`config.mk`:
```
export PLATFORM = sky130hd
export DESIGN_NAME = mem_port_arbiter
export DESIGN_NICKNAME = d
export VERILOG_FILES = /design/src/rtl/mem_port_arbiter.sv
export SDC_FILE = /design/constraint.sdc
export NUM_CORES = 1
export LEC_CHECK = 0
export BUFFER_PORTS_ARGS = -buffer_cell sky130_fd_sc_hd__buf_4
export CAP_MARGIN = 20
export CORE_MARGIN = 3
export CORE_UTILIZATION = 45
export DETAILED_ROUTE_END_ITERATION = 7
export PLACE_DENSITY = 0.85
export SETUP_SLACK_MARGIN = 0.3
export SYNTH_ARGS = -nofsm -noshare
export SYNTH_HDL_FRONTEND = slang
export SYNTH_SLANG_ARGS = --single-unit
export TNS_END_PERCENT = 10
```
`constraint.sdc`:
```
create_clock -name clk_in -period 3.35 [get_ports clk_in]
set_input_delay 0.67 -clock clk_in [delete_from_list [all_inputs] [get_ports clk_in]]
set_output_delay 0.67 -clock clk_in [all_outputs]
set_load 0.02 [all_outputs]
```
`src/rtl/mem_port_arbiter.sv`:
```
// rtl/mem_port_arbiter.sv - round-robin scalar/vector arbiter for the shared RAM data port
// Grants in IDLE only; vector bursts walk base+i*stride one element per accepted cycle.
module mem_port_arbiter #(
  parameter int ADDR_WIDTH = 32,
  parameter int DATA_WIDTH = 32,
  parameter int VLEN_WIDTH = 8
) (
  input  logic                  clk_in,
  input  logic                  rst_n_in,
  input  logic                  s_req,
  input  logic                  s_we,
  input  logic [ADDR_WIDTH-1:0] s_addr,
  input  logic [DATA_WIDTH-1:0] s_wdata,
  output logic                  s_gnt,
  output logic                  s_rvalid,
  output logic [DATA_WIDTH-1:0] s_rdata,
  input  logic                  v_req,
  input  logic                  v_we,
  input  logic [ADDR_WIDTH-1:0] v_base,
  input  logic [ADDR_WIDTH-1:0] v_stride,
  input  logic [VLEN_WIDTH-1:0] v_len,
  output logic                  v_gnt,
  input  logic                  v_wvalid,
  input  logic [DATA_WIDTH-1:0] v_wdata,
  output logic                  v_wready,
  output logic                  v_rvalid,
  output logic [DATA_WIDTH-1:0] v_rdata,
  output logic                  v_done,
  output logic                  mem_wr,
  output logic [ADDR_WIDTH-1:0] mem_addr,
  output logic [DATA_WIDTH-1:0] mem_src,
  input  logic [DATA_WIDTH-1:0] mem_data
);

  typedef enum logic [1:0] {IDLE, SCALAR, VBURST, VDRAIN} state_t;

  localparam logic [VLEN_WIDTH-1:0] LP_ONE = VLEN_WIDTH'(1);

  state_t                r_state;
  state_t                w_state_nxt;
  logic                  r_last_vec;
  logic                  r_s_we;
  logic [ADDR_WIDTH-1:0] r_s_addr;
  logic [DATA_WIDTH-1:0] r_s_wdata;
  logic                  r_v_we;
  logic [ADDR_WIDTH-1:0] r_v_addr;
  logic [ADDR_WIDTH-1:0] r_v_stride;
  logic [VLEN_WIDTH-1:0] r_v_len;
  logic [VLEN_WIDTH-1:0] r_v_cnt;
  logic                  r_s_pend;
  logic                  r_v_pend;
  logic                  r_zdone;
  logic                  w_grant_s;
  logic                  w_grant_v;
  logic                  w_issue;
  logic                  w_last;

  assign w_last = (r_v_cnt == r_v_len - LP_ONE);

  // Everything driven from state is held off while reset is low so nothing leaks mid-abort.
  always_comb begin
    w_state_nxt = r_state;
    w_grant_s   = 1'b0;
    w_grant_v   = 1'b0;
    w_issue     = 1'b0;
    mem_wr      = 1'b0;
    mem_addr    = '0;
    mem_src     = '0;
    v_wready    = 1'b0;
    if (rst_n_in) begin
      case (r_state)
        IDLE: begin
          if (s_req && (!v_req || r_last_vec)) begin
            w_grant_s   = 1'b1;
            w_state_nxt = SCALAR;
          end else if (v_req) begin
            w_grant_v = 1'b1;
            if (v_len != '0) w_state_nxt = VBURST;
          end
        end
        SCALAR: begin
          mem_addr    = r_s_addr;
          mem_wr      = r_s_we;
          mem_src     = r_s_wdata;
          w_state_nxt = IDLE;
        end
        VBURST: begin
          mem_addr = r_v_addr;
          if (r_v_we) begin
            v_wready = v_wvalid;
            mem_wr   = v_wvalid;
            w_issue  = v_wvalid;
            if (v_wvalid) mem_src = v_wdata;
          end else begin
            w_issue = 1'b1;
          end
          if (w_issue && w_last) w_state_nxt = VDRAIN;
        end
        VDRAIN:  w_state_nxt = IDLE;
        default: w_state_nxt = IDLE;
      endcase
    end
  end

  assign s_gnt    = w_grant_s;
  assign v_gnt    = w_grant_v;
  assign s_rvalid = r_s_pend;
  assign s_rdata  = (r_s_pend && !r_s_we) ? mem_data : '0;
  assign v_rvalid = r_v_pend;
  assign v_rdata  = r_v_pend ? mem_data : '0;
  assign v_done   = rst_n_in && (r_zdone || (r_state == VDRAIN));

  always_ff @(posedge clk_in) begin
    if (!rst_n_in) begin
      r_state    <= IDLE;
      r_last_vec <= 1'b1;
      r_s_we     <= 1'b0;
      r_s_addr   <= '0;
      r_s_wdata  <= '0;
      r_v_we     <= 1'b0;
      r_v_addr   <= '0;
      r_v_stride <= '0;
      r_v_len    <= '0;
      r_v_cnt    <= '0;
      r_s_pend   <= 1'b0;
      r_v_pend   <= 1'b0;
      r_zdone    <= 1'b0;
    end else begin
      r_state  <= w_state_nxt;
      r_s_pend <= (r_state == SCALAR);
      r_v_pend <= (r_state == VBURST) && !r_v_we;
      r_zdone  <= w_grant_v && (v_len == '0);
      if (w_grant_s) begin
        r_s_we     <= s_we;
        r_s_addr   <= s_addr;
        r_s_wdata  <= s_wdata;
        r_last_vec <= 1'b0;
      end
      if (w_grant_v) begin
        r_v_we     <= v_we;
        r_v_addr   <= v_base;
        r_v_stride <= v_stride;
        r_v_len    <= v_len;
        r_v_cnt    <= '0;
        r_last_vec <= 1'b1;
      end else if (w_issue) begin
        r_v_addr <= r_v_addr + r_v_stride;
        r_v_cnt  <= r_v_cnt + LP_ONE;
      end
    end
  end

endmodule

```
==> results.md, run 1 <==
- Status: completed
- CP max stage delay: 490 ps
- PnR worst setup slack: 357.6 ps
- Crit. End Element: flop
- Final min period: 2992 ps
- Placed cell area: 11860 um2
- WP buf/inv: 1
- Relative slew margins: 0.4689
- Power per cell area: 595.8 nW/um2
- Drt initial violations: 727
- Pre-antenna DRT Iters: 6
- Top cell type's share of synthesized area: 0.3340
- # Max-Cap Violations: 0
- Largest fanout on the critical path: 5
- Final setup violation count: 0
- Seq/Total Area, Yosys: 0.3340
- Peak supply drop: 0.0005284 V
- Syn Area/Cell: 7.536 um2
- Clock Tree Root: clkbuf_16
- Asr flop ratio synth: 0
- Hold Path Origin: r_s_addr[14]$_SDFFE_PN0P_
- Tcrit/Tclk final: 0.8932
- Final Instance Area: 12500 um2
- Placer congestion estimate: 0.9069
- Crit-path leading delay family: simple AND/OR/NAND/NOR gates
- Slew Viols, Final: 0
- # nets final: 1746
- CP Data Arrival Time: 3360 ps
- Drt via density: 5.527
- Antenna Nets Post-Route: 0
- Reg2reg start: r_v_addr[0]$_SDFFE_PN0P_
- Vias: 9843
- Most frequent cells after synthesis: nand2_1 (282), dfxtp_1 (152), a21boi_0 (109)
- CTS tree: built
- Netlist cell types: 58
- CTS max path bufs: 2
- Layout cell share with drive strength beyond 1: 0.2728
- RSZ-0062 raised after global routing: true
- Post-synth top area cell: dfxtp_1
- Hold Vio Cnt, Final: 0
- Hold WC Path Type: reg2reg
- Synth Flop Type: dfxtp_1
- Clk slew on worst S/H paths: 60 ps
- GRT overflow: 0
- First-pass GRT wire length: 48.35 mm
- CTS buffer count: 17
- Initial antenna violation count: 2
- Clk sink count: 152
- GRT Overall Usage: 0.2734
- Die Ht: 148.3 um
- Crit path required time: 3720 ps
- Routed WL: 31.64 mm
- Final Skew: 8.904 ps
- Worst setup SP type: flop
- Initial Util: 0.4636
- Crit-path cells: ha_1 -> inv_1 -> fa_1 -> nand2b_1 -> a2111oi_2 -> nor3_1 -> o21ai_2 -> a31o_4 -> nand3_2 -> or4_1 -> nand4_1
- Max Freq: 334.2 MHz
- DR WL/cell: 17.76 um
- Number of levels in the clock H-tree: 4
- Post-Syn Area: 9111 um2
- Setup crit start: r_v_addr[0]$_SDFFE_PN0P_
- Setup TNS: 0 ps
- Largest net degree at the start of global routing: 73
- Quantity of I/O buffers inserted on ports: 341
- Pre-CTS WS: 456.9 ps
- Worst path slowest cell: a2111oi_2
- Die area: 21990 um2
- Crit path kind: reg2reg
- YS warnings: 0
- Net Count, Synth: 1454
- Drt drc: 0
- Vias in the first global route: 9475
- Placed cells: 1747
- Worst-Skew Late Latency: 420 ps
- CORE AREA: 19650 um2
- Synth top area cells: dfxtp_1 (33%), nand2_1 (12%), a21boi_0 (9.0%)
- Post-synth EDFFs: 0
- Layout area overhead: 37.22%
- # IOs: 342
- Leakage: 5.410 nW
- Cells after Synth: 1209
- Synthesis-stage register bit count: 152
- Worst slew pin tran: 795.5 ps
- Top-count cell post-synth: nand2_1
- Die W: 148.3 um
- Fin cells: 1781
- FP Rows: 51
- Detail Placement HPWL: 23.57 mm
- Final Power: 7.449 mW
## worst min-delay path, stage by stage (launching register included)
cell	delay (ps)
dfxtp_1	310
nand2_1	40
a21boi_0	60
## per-layer routing
metal / routed length, um / track usage
met4: 958 / 0.1067
met5: 0 / 0
met2: 15870 / 0.4832
met1: 12410 / 0.3231
met3: 2399 / 0.06033
## area by class of cell
type                       count  area, um2
timing repair buffer         360       2728
multi-input combinational    955       5713
fill                        1756       7152
inverter                      15      56.30
antenna                        2      5.005
clock buffer                  22      484.2
sequential                   152       3043
tap                          265      331.6
clock inverter                10      141.4
## cell families after synthesis
group / count (synthesis) / synth area share
adder cells (fa/ha/maj): 38 / 0.05301
flip-flops: 152 / 0.3340
multiplexers: 4 / 0.004395
AND/OR/NAND/NOR: 530 / 0.2600
buffers and inverters: 102 / 0.04202
AO/OA/AOI/OAI: 342 / 0.2672
XOR/XNOR: 41 / 0.03941
## metrics by stage
stage,hold WS [ps],utilization
floorplan,422.0,-
global placement,449.0,0.6036
detailed placement,456.7,0.6036
CTS,465.0,0.6354
global route,473.7,0.6361
finish,461.5,0.6361
## layout by cell type, fill, tap and decap left out, types with 9 or more instances in the layout
cell	Yosys	final
xnor2_1	17	17
nand4_1	10	10
a21oi_1	51	50
ha_1	37	36
a21boi_0	109	109
clkbuf_16	0	17
nand3_1	21	20
xor2_1	24	24
dfxtp_1	152	152
a22oi_1	66	66
inv_1	15	15
nand2_1	282	281
nor2_1	99	98
o211ai_1	11	11
o21ai_0	41	41
a21o_1	9	9
a22o_1	12	12
buf_4	0	358
and2_1	69	69
## power breakdown
part,total (mW),switching [mW],internal (mW)
combinational,2.95,1.81,1.14
sequential,2.45,0.294,2.16
clock,2.05,0.794,1.25
## worst paths after layout
check                         endpoint  slack [ps]  cells past startpoint
min          r_s_addr[14]$_SDFFE_PN0P_         460                      2
max          r_v_addr[30]$_SDFFE_PN0P_         360                     11
min reg2reg  r_s_addr[14]$_SDFFE_PN0P_         460                      2
max reg2reg  r_v_addr[30]$_SDFFE_PN0P_         360                     11
## sequential cells by signal, summed over array words and instances, names as in the netlist, 2 cells and up
register	cells
r_v_stride	32
r_v_addr	32
r_v_cnt	8
r_s_addr	32
r_v_len	8
r_state	2
r_s_wdata	32
## timing repair
action                     CTS  global route
hold buffers                 0             0
buffers inserted             0             0
gates resized for setup      0             2
setup endpoints to repair    0            36
Power figures use the tool's default switching activity.
==> run 2, diff against run 1 <==
--- a/config.mk
+++ b/config.mk
@@ -10,6 +10,7 @@
 export CORE_MARGIN = 3
 export CORE_UTILIZATION = 45
 export DETAILED_ROUTE_END_ITERATION = 7
+export HOLD_SLACK_MARGIN = 0.03
 export PLACE_DENSITY = 0.85
 export SETUP_SLACK_MARGIN = 0.3
 export SYNTH_ARGS = -nofsm -noshare
==> constraint.sdc (replaced) <==
create_clock -name clk_in -period 3.35 [get_ports clk_in]
set_input_delay 0.5025 -clock clk_in [delete_from_list [all_inputs] [get_ports clk_in]]
set_output_delay 0.5025 -clock clk_in [all_outputs]
set_load 0.02 [all_outputs]
==> run 2 against run 1 <==
  * Via count grew 0.21%
  * Combinational power is essentially flat
  * Clock-buffer cell count shrank 4
  * Flip-flop and latch count is the same
  * Cell count is essentially flat
  * Sequential power is essentially flat
  * First-iteration DRC count shrank 8.9%
  * Clock skew grew 1.0 ps
  * Largest cell class unchanged
==> results.md, run 2 (synthesized netlist as in run 1, its figures left out) <==
- GRT overflow: 0
- Filler cells: 1764
- Most frequent cells in the layout: buf_4 (354), nand2_1 (281), dfxtp_1 (152), a21boi_0 (109), nor2_1 (98)
- Crit path required time: 3710 ps
- Max Freq: 347.9 MHz
- Pre-CTS WS: 491.4 ps
- # Max-Cap Violations: 0
- CTS max path bufs: 2
- Die Ht: 148.3 um
- Final Core Density: 0.6359
- GRT Overall Usage: 0.2725
- Placer congestion estimate: 0.9246
- Final min period: 2874 ps
- Post-CTS setup buffers: 0
- # IOs: 342
- Routed WL: 31.70 mm
- Final setup violation count: 0
- Detail Placement HPWL: 24.10 mm
- Largest fanout on the critical path: 5
- RSZ-0062 raised after global routing: false
- Quantity of I/O buffers inserted on ports: 341
- Status: completed
- Hold Vio Cnt, Final: 0
- Peak supply drop: 0.0004296 V
- Relative slew margins: 0.2806
- Tcrit/Tclk final: 0.8580
- Number of levels in the clock H-tree: 4
- Worst slew pin tran: 1075 ps
- Largest net degree at the start of global routing: 124
- # nets final: 1743
- Final Skew: 9.900 ps
- Met2 Wirelength: 15.97 mm
- Hold WC Path Type: in2reg
- Initial Util: 0.4636
- Worst setup SP type: flop
- Worst-Skew Late Latency: 420 ps
- WL met1: 12.32 mm
- CTS buffer count: 17
- Setup TNS: 0 ps
- Antenna Nets Post-Route: 0
- Routed wl met3: 2.118 mm
- Clock Tree Root: clkbuf_16
- Power per cell area: 594.8 nW/um2
- Vias: 9864
- First-pass GRT wire length: 48.07 mm
- Leakage: 5.398 nW
- Leading cell type in the layout, fill and taps excluded: buf_4
- Pre-antenna DRT Iters: 5
- CP Data Arrival Time: 3240 ps
- CORE AREA: 19650 um2
- Vias in the first global route: 9403
- Clk sink count: 152
- Clk slew on worst S/H paths: 70 ps
- Layout cell share with drive strength beyond 1: 0.2707
- PnR worst setup slack: 475.6 ps
- Die area: 21990 um2
- Top routing layer used: met4
- Crit. End Element: flop
- DR WL/cell: 17.81 um
- FP Rows: 51
- CTS tree: built
- Hold_buf cts: 0
- Crit path kind: reg2reg
- Drt drc: 0
- Layout area overhead: 37.16%
- Die W: 148.3 um
- Slew Viols, Final: 0
- Drt via density: 5.542
- Initial antenna violation count: 4
- Drt initial violations: 662
## run 2: layer usage
metal / vias to the layer above / GRT usage
li1: 4752 / -
met3: 66 / 0.05058
met1: 4612 / 0.3209
met4: 0 / 0.1381
met5: - / 0
met2: 434 / 0.4748
## run 2: per-stage QoR
stage	hold slack (ps)	area [um2]	std cells	total power, mW
floorplan	422.0	9111	1209	4.332
global placement	450.2	11850	1744	5.307
detailed placement	455.7	11850	1744	5.393
CTS	299.1	12470	1776	7.449
global route	294.5	12500	1780	7.852
finish	312.6	12500	1780	7.433
## run 2: critical path, cell delays in order, from the launching register on
cell and delay [ps]:
dfxtp_1 350, ha_1 180, inv_1 50, fa_1 400
nand2b_1 250, a2111oi_4 400, nor3_1 160, o21ai_2 200
a31o_4 230, nand3_2 80, or4_1 410, nand4_1 90
## run 2: worst paths after layout
check	startpoint	end	slack, ps	depth (start not counted)
worst max-delay path	r_v_addr[0]$_SDFFE_PN0P_	r_v_addr[30]$_SDFFE_PN0P_	480	11
worst min-delay path	v_base[10]	r_v_addr[10]$_SDFFE_PN0P_	310	2
worst max register to register	r_v_addr[0]$_SDFFE_PN0P_	r_v_addr[30]$_SDFFE_PN0P_	480	11
worst min register to register	r_s_addr[15]$_SDFFE_PN0P_	r_s_addr[15]$_SDFFE_PN0P_	460	2
## run 2: final cells by class
| cell class | instances | area [um2] | share of cell area |
|---|---|---|---|
| Clock inverter | 14 | 192.7 | 0.01542 |
| Multi-Input combinational cell | 955 | 5717 | 0.4574 |
| Tap cell | 265 | 331.6 | 0.02653 |
| Clock buffer | 18 | 429.2 | 0.03434 |
| Inverter | 15 | 56.30 | 0.004505 |
| Timing Repair Buffer | 357 | 2718 | 0.2175 |
| Sequential cell | 152 | 3043 | 0.2435 |
| Antenna cell | 4 | 10.01 | 0.0008010 |
## run 2: what timing repair did
action                                  CTS  global route
gates resized for setup                   0             1
endpoints found under the hold margin     0             0
endpoints found under the setup margin    0             1
## run 2: power breakdown
group / leakage, nW / internal (mW) / total [mW] / switching [mW]
clock network: 0.298 / 1.25 / 2.04 / 0.791
registers: 1.24 / 2.16 / 2.45 / 0.295
logic: 3.86 / 1.13 / 2.94 / 1.81
